File: src/rtl/traffic_phase_controller.sv
// traffic_phase_controller
// Six-phase sequencer for a two-road intersection: main green / yellow /
// all-red, side green / yellow / all-red. Each phase is timed by one shared
// counter. Main green is held past its minimum until side-road or pedestrian
// demand appears.
//
// Optional feature macro: TRAFFIC_PED_EN (pedestrian request/walk path).
// With it undefined, ped_req is ignored and ped_walk/ped_ack are tied low.
//
// Ports:
//   clk_out      in   divided system clock, rising edge
//   reset        in   synchronous, active-high
//   side_sensor  in   side-road vehicle waiting (level)
//   ped_req      in   pedestrian button (level, sampled every cycle)
//   main_light   out  {red, yellow, green} for the main road, one-hot
//   side_light   out  {red, yellow, green} for the side road, one-hot
//   ped_walk     out  walk signal, high during a side green that serves a request
//   ped_ack      out  one-cycle pulse after a request is latched
//   phase        out  current state encoding (debug)
module traffic_phase_controller #(
  parameter int unsigned CNT_W          = 9,
  parameter int unsigned MAIN_MIN_TICKS = 450,
  parameter int unsigned YELLOW_TICKS   = 75,
  parameter int unsigned ALLRED_TICKS   = 15,
  parameter int unsigned SIDE_TICKS     = 300
) (
  input  logic       clk_out,
  input  logic       reset,
  input  logic       side_sensor,
  input  logic       ped_req,
  output logic [2:0] main_light,
  output logic [2:0] side_light,
  output logic       ped_walk,
  output logic       ped_ack,
  output logic [2:0] phase
);

  typedef enum logic [2:0] {
    MAIN_G = 3'd0,
    MAIN_Y = 3'd1,
    RED_A  = 3'd2,
    SIDE_G = 3'd3,
    SIDE_Y = 3'd4,
    RED_B  = 3'd5
  } state_e;

  localparam logic [CNT_W-1:0] MAIN_LAST   = CNT_W'(MAIN_MIN_TICKS - 1);
  localparam logic [CNT_W-1:0] YELLOW_LAST = CNT_W'(YELLOW_TICKS - 1);
  localparam logic [CNT_W-1:0] ALLRED_LAST = CNT_W'(ALLRED_TICKS - 1);
  localparam logic [CNT_W-1:0] SIDE_LAST   = CNT_W'(SIDE_TICKS - 1);

  state_e           state_q, state_d;
  logic [CNT_W-1:0] cnt_q, cnt_d;
  logic             advance_c;
  logic             demand_c;

  // State and phase counter registers
  always_ff @(posedge clk_out) begin
    if (reset) begin
      state_q <= MAIN_G;
      cnt_q   <= '0;
    end else begin
      state_q <= state_d;
      cnt_q   <= cnt_d;
    end
  end

  // Next-state and counter logic
  always_comb begin
    state_d   = state_q;
    advance_c = 1'b0;
    unique case (state_q)
      MAIN_G: if (cnt_q == MAIN_LAST && demand_c) begin
                advance_c = 1'b1;
                state_d   = MAIN_Y;
              end
      MAIN_Y: if (cnt_q == YELLOW_LAST) begin
                advance_c = 1'b1;
                state_d   = RED_A;
              end
      RED_A:  if (cnt_q == ALLRED_LAST) begin
                advance_c = 1'b1;
                state_d   = SIDE_G;
              end
      SIDE_G: if (cnt_q == SIDE_LAST) begin
                advance_c = 1'b1;
                state_d   = SIDE_Y;
              end
      SIDE_Y: if (cnt_q == YELLOW_LAST) begin
                advance_c = 1'b1;
                state_d   = RED_B;
              end
      RED_B:  if (cnt_q == ALLRED_LAST) begin
                advance_c = 1'b1;
                state_d   = MAIN_G;
              end
      default: begin
                advance_c = 1'b1;
                state_d   = MAIN_G;
              end
    endcase

    // Main green parks at its minimum so demand can be served on any later cycle
    if (advance_c) begin
      cnt_d = '0;
    end else if (state_q == MAIN_G && cnt_q == MAIN_LAST) begin
      cnt_d = cnt_q;
    end else begin
      cnt_d = cnt_q + CNT_W'(1);
    end
  end

`ifdef TRAFFIC_PED_EN
  logic ped_pending_q;
  logic walk_phase_q;
  logic ped_ack_q;
  logic ped_set_c;
  logic ped_clear_c;

  assign ped_set_c   = ped_req & ~ped_pending_q;
  assign ped_clear_c = (state_q == RED_A) & advance_c;
  assign demand_c    = side_sensor | ped_pending_q;

  // Request latch; the hand-off into side green beats a coincident new request
  always_ff @(posedge clk_out) begin
    if (reset) begin
      ped_pending_q <= 1'b0;
      walk_phase_q  <= 1'b0;
      ped_ack_q     <= 1'b0;
    end else begin
      ped_ack_q <= ped_set_c;
      if (ped_clear_c) begin
        walk_phase_q  <= ped_pending_q;
        ped_pending_q <= 1'b0;
      end else if (ped_set_c) begin
        ped_pending_q <= 1'b1;
      end
    end
  end

  assign ped_walk = walk_phase_q & (state_q == SIDE_G);
  assign ped_ack  = ped_ack_q;
`else
  logic unused_ped_req;
  assign unused_ped_req = ped_req;
  assign demand_c       = side_sensor;
  assign ped_walk       = 1'b0;
  assign ped_ack        = 1'b0;
`endif

  // Lamp decode straight from the state register
  always_comb begin
    main_light = 3'b100;
    side_light = 3'b100;
    unique case (state_q)
      MAIN_G:  main_light = 3'b001;
      MAIN_Y:  main_light = 3'b010;
      SIDE_G:  side_light = 3'b001;
      SIDE_Y:  side_light = 3'b010;
      default: ;
    endcase
  end

  assign phase = state_q;

endmodule

File: config.mk
export PLATFORM = sky130hd
export DESIGN_NAME = traffic_phase_controller
export DESIGN_NICKNAME = d
export VERILOG_FILES = /design/src/rtl/traffic_phase_controller.sv
export SDC_FILE = /design/constraint.sdc
export NUM_CORES = 1
export LEC_CHECK = 0
export ABC_CLOCK_PERIOD_IN_PS = 1600
export BUFFER_PORTS_ARGS = -buffer_cell sky130_fd_sc_hd__buf_4
export CORE_MARGIN = 2
export CORE_UTILIZATION = 33
export DETAILED_ROUTE_END_ITERATION = 6
export SLEW_MARGIN = 20
export SYNTH_ARGS = -nofsm -noshare
export SYNTH_HDL_FRONTEND = slang
export SYNTH_SLANG_ARGS = --single-unit
File: constraint.sdc
create_clock -name clk_out -period 1.6 [get_ports clk_out]
set_input_delay 0.08 -clock clk_out [delete_from_list [all_inputs] [get_ports clk_out]]
set_output_delay 0.08 -clock clk_out [all_outputs]
set_load 0.03 [all_outputs]
# Yosys cells after proc, flatten, opt, wreduce, memory -nomap -nowiden
# Cells that the tools add are included.
# classes
add_sub_neg	1
n_eq_ne	15
muxes	14
reduce_logical	7
# ops
op	n
$eq A9 B9 Y1 const B	2
$mux W3	6
$pmux W3 S6	1
$ne A2 B2 Y1 const B	6
$pmux W3 S2	2
$add A9 B1 Y9 const B	1
$eq A9 B4 Y1 const B	1
$eq A9 B7 Y1 const B	1
$eq A3 B2 Y1 const B	2
$eq A3 B3 Y1 const B	2
$reduce_and A6 Y1	1
$reduce_or A2 Y1	3
$mux W1	4
$pmux W1 S4	1
$eq A3 B1 Y1 const B	1
$logic_not A3 Y1	1
$logic_and A1 B1 Y1	2
# word_totals
reg_bits	12
inputBits	4
wordCells	39

# Logic depth before layout (Yosys ltp)
# logic_depth
depth_word	5
mapped_depth	8

# Worst setup path before layout
# Ideal clock, no wire load.
# synth_path
path_kind	register to register
start	register state_q[0] (netlist: phase[0])
end	register cnt_q[7]
arrival_ns	2.153
required_time_ns	1.478
path_slack_ns	-0.675
path_stages_with_launch	8
cell_sequence	dfxtp_1 > buf_6 > nor3b_1 > o21ai_2 > a21oi_2 > or3_1 > buf_6 > a211oi_2
# synth_via
elab_chain_len	4
elab_cells_between_ends	11
# synth_lines
element	line_no	text
start: declaration	52	state_e state_q, state_d;
start signal: assignment	63	state_q <= state_d;
$eq A3 B3 Y1 (tied with other cells)	72	unique case (state_q)
$reduce_or A2 Y1 (no source line)	n/a	
$pmux W1 S4	72	
$reduce_or A2 Y1 (no source line)	n/a	
end signal: assignment	64	cnt_q <= cnt_d;
end: declaration	53	logic [CNT_W-1:0] cnt_q, cnt_d;
# Parallel ways exist; a longest one is shown, timed or not.
# A chain may end at the register's enable or synchronous reset.

# Final worst setup path
# layout_path
start	register cnt_q[0]
end	register cnt_q[1]
# layout_via
elab_chain_len	5
elab_cells_between_ends	13
# layout_lines
element	line_no	text
$eq A9 B9 Y1	73, 106	
$logic_and A1 B1 Y1	73	MAIN_G: if (cnt_q == MAIN_LAST && demand_c) begin
$mux W1	73	
$pmux W1 S4	72	
$reduce_or A2 Y1 (no source line)	n/a	
# Parallel ways exist; a longest one is shown, timed or not.

==> summary.md <==
| Metric | Value |
|---|---|
| Total Power | around 580 uW |
| Initial Util | between 30% and 40% |
| LEAKAGE | about 0.00045 uW |
| M2 GR Usage | ~23% |
| Number of clock sinks | 12 |
| Seq/Total Area, Yosys | 29.45% |
| Core ar. | around 0.0024 mm2 |
| Vias in the first global route | ~670 |
| Routed WL | roughly 1800 um |
| Slowest Stage Delay on Critical Path | approximately 0.47 ns |
| R2R Setup Slk | between 0.0004 and 0.0005 ns |
| Max cap viols | 0 |
| VDD IR max | around 0.3 mV |
| Layout fillers | approximately 220 |
| WL/cell | about 12 um |
| Cell taking the most area after synthesis | dfxtp_1 |
| Vias/cell | slightly below 5 |
| Starting DRT DRC Count | 18 |
| Flops & latches, synth | 12 |
| Drt pass-1 iters | 4 |
| Synthesized area per cell | between 9 and 10 um2 |
| Synthesis-to-layout area growth | 39.88% |
| RR Endpoint | cnt_q[1] |
| Worst hold path class | input port to register |
| Final Net Count | around 130 |
| Non-filler cells, final | 150 |
| Synth top area cells | dfxtp_1 (29%), a211oi_2 (6.1%), buf_4 (4.6%) |
| Skew final | between 0.007 and 0.008 ns |
| CP max FO | 6 |
| Synth Instances | 90 |
| # diodes | 0 |
| Die width | roughly 54 um |
| Final hold violation count | 0 |
| CP Launch Type | register |
| H-tree levels | 1 |
| Most frequent cells in the layout | buf_4 (31), dfxtp_1 (7), nor2_2 (5) |
| IO Count | 15 |
| Reg2Reg Depth | 7 |
| Critical path class | register to register |
| Fraction of layout cells with a size suffix above 1 | 54.17% |
| GP Congestion | slightly below 0.8 |
| Multi-input logic area | about 550 um2 |
| Synth top area share | 29.45% |
| Top delay family on crit path | simple AND/OR/NAND/NOR gates |
| Placed insts | 143 |
| IO buf count | 11 |
| Longest Clk Path Bufs | 2 |
| Status | finished clean |
| Setup crit end kind | register |
| Top Usage Layer GRT | met2 |
| Post-route setup TNS | 0 ns |
| RSZ-0062 raised after global routing | yes |
| Met1 GRT Util | 20.20% |
| Clk slew on worst S/H paths | 0.08 ns |
| Initial antenna violation count | 0 |
| F_max | 625.2 MHz |
| DRT antenna net count | 0 |
| Pre-CTS WS | -0.09201 ns |
| Worst path depth | 7 |
| GRT overflow | 0 |
| RR Startpoint | cnt_q[0] |
| GRT Resource Usage Total | between 10 and 15% |
| Critical Path End | cnt_q[1] |
| Max-slew violations | 0 |
| Largest net degree at the start of global routing | 9 |
| First-pass GRT wire length | between 3000 and 4000 um |
| Die H | about 54 um |
| CTS tree | done |
| Crit path from | cnt_q[0] |
| Final setup violating endpoints | 0 |
| Total number of vias | roughly 740 |
| DP HPWL | about 1400 um |
| Register area | between 200 and 300 um2 |
| Die area | just under 0.003 mm2 |
| DRC viols | 0 |
| Rows | 18 |
| Inserted Clock Buffers | 3 |
| CP max-delay cell | or4b_4 |
| Cell area after synthesis | 815.8 um2 |
| Worst path required time | 1.76 ns |
| Data arrival, critical path | around 1.8 ns |
| Worst Slack Setup Final | between 0.0004 and 0.0005 ns |
| Critical-path cell list | inv_2 -> ha_1 -> or4b_4 -> a21oi_4 -> or3_4 -> buf_6 -> nor2_2 |
| Final worst-path cycle share | about 100% |
| Clk_lat worst skew | roughly 0.28 ns |
| Root Driver | clkbuf_4 |
| Cell area power density | 512.0 mW/mm2 |
| Yosys warning total | 0 |
| GR Layer Usage met3 | between 2 and 3% |
| Most common cell after layout, fill and taps aside | buf_4 |
| WP buf/inv | 2 |
| Period minus WS final | between 1.5 and 2 ns |
| Distinct cells, synth | a little over 40 |
metrics by stage:
stage,util (%),area [um2],hold slack (ns)
2_1_floorplan,-,868.3,0.1354
3_3_place_gp,43.82,1056,0.2658
3_5_place_dp,43.82,1056,0.2674
4_1_cts,47.20,1137,0.02710
5_1_grt,47.35,1141,0.02929
6_report,47.35,1141,0.02639
how the worst min path moves through the flow:
stage / start / to / slack (ns) / cells after the start
floorplan: reset / phase[1] / 0.14 / 1
global placement: reset / phase[1] / 0.27 / 2
detailed placement: reset / phase[1] / 0.27 / 2
CTS: side_sensor / cnt_q[7] / 0.03 / 2
global route: side_sensor / cnt_q[7] / 0.03 / 2
finish: side_sensor / cnt_q[7] / 0.03 / 2
sequential cells by signal, indices dropped and copies added, names as in the netlist:
name   flops
phase      3
cnt_q      9
per-layer routing:
metal  wire length, um  vias to the layer above  share of wire [%]
met5                 0                        -                  0
met4                23                        0                1.3
met3                66                        4                3.6
met2               889                       13                 48
met1               857                      353                 47
li1                  -                      369                  -
synth_stat cells:
cell / n
and3_1: 3
buf_6: 2
and2_1: 1
nand3b_1: 1
o21a_1: 1
xnor2_1: 4
buf_2: 1
inv_1: 4
a31oi_1: 1
a21boi_0: 1
ha_1: 3
and2_2: 1
nand2_1: 3
xor2_1: 2
nor4_1: 1
nand3_1: 4
nor4b_1: 1
buf_4: 5
a211oi_1: 1
o22ai_1: 1
nor2_1: 3
nand4_1: 1
a21oi_2: 1
a211oi_2: 4
mux2i_1: 2
or4_4: 1
nor3_1: 3
nand2b_1: 1
and4bb_1: 1
nor2_2: 5
or4b_1: 1
conb_1: 1
nor2b_1: 4
dfxtp_1: 12
nor2b_2: 1
or2_2: 1
or3_1: 3
nor3b_1: 1
o21ai_2: 1
nor4bb_1: 1
and4bb_2: 1
power breakdown:
part	internal [uW]	leakage, uW	total (uW)	switching, uW
clock network	96.6	0.0000150	198	102
registers	301	0.000100	308	7.26
logic	40.2	0.000334	77.9	37.7
total	438	0.000449	584	147
layout make-up:
cell class              count  area share (%)
clock buffers               4           2.303
inverters                   4           1.316
multi-input cells          67           48.57
flip-flops and latches     12           22.26
well taps                  30           3.289
repair buffers             33           22.26
repair_timing:
item | 4_1_cts | 5_1_grt
setup buffers | 2 | 0
endpoints found under the hold margin | 2 | 0
hold buffers | 1 | 0
pin swaps | 5 | 1
gates resized for setup | 11 | 1
setup endpoints to repair | 11 | 12
cell families after synthesis:
family / share of synthesized area, %
other cells: 0.4597
flops: 29.45
fa+ha+maj: 4.602
mux: 2.454
compound gates: 12.58
buf+inv: 9.815
simple gates: 34.21
xor+xnor: 6.442
(Power assumes the default switching activity.)
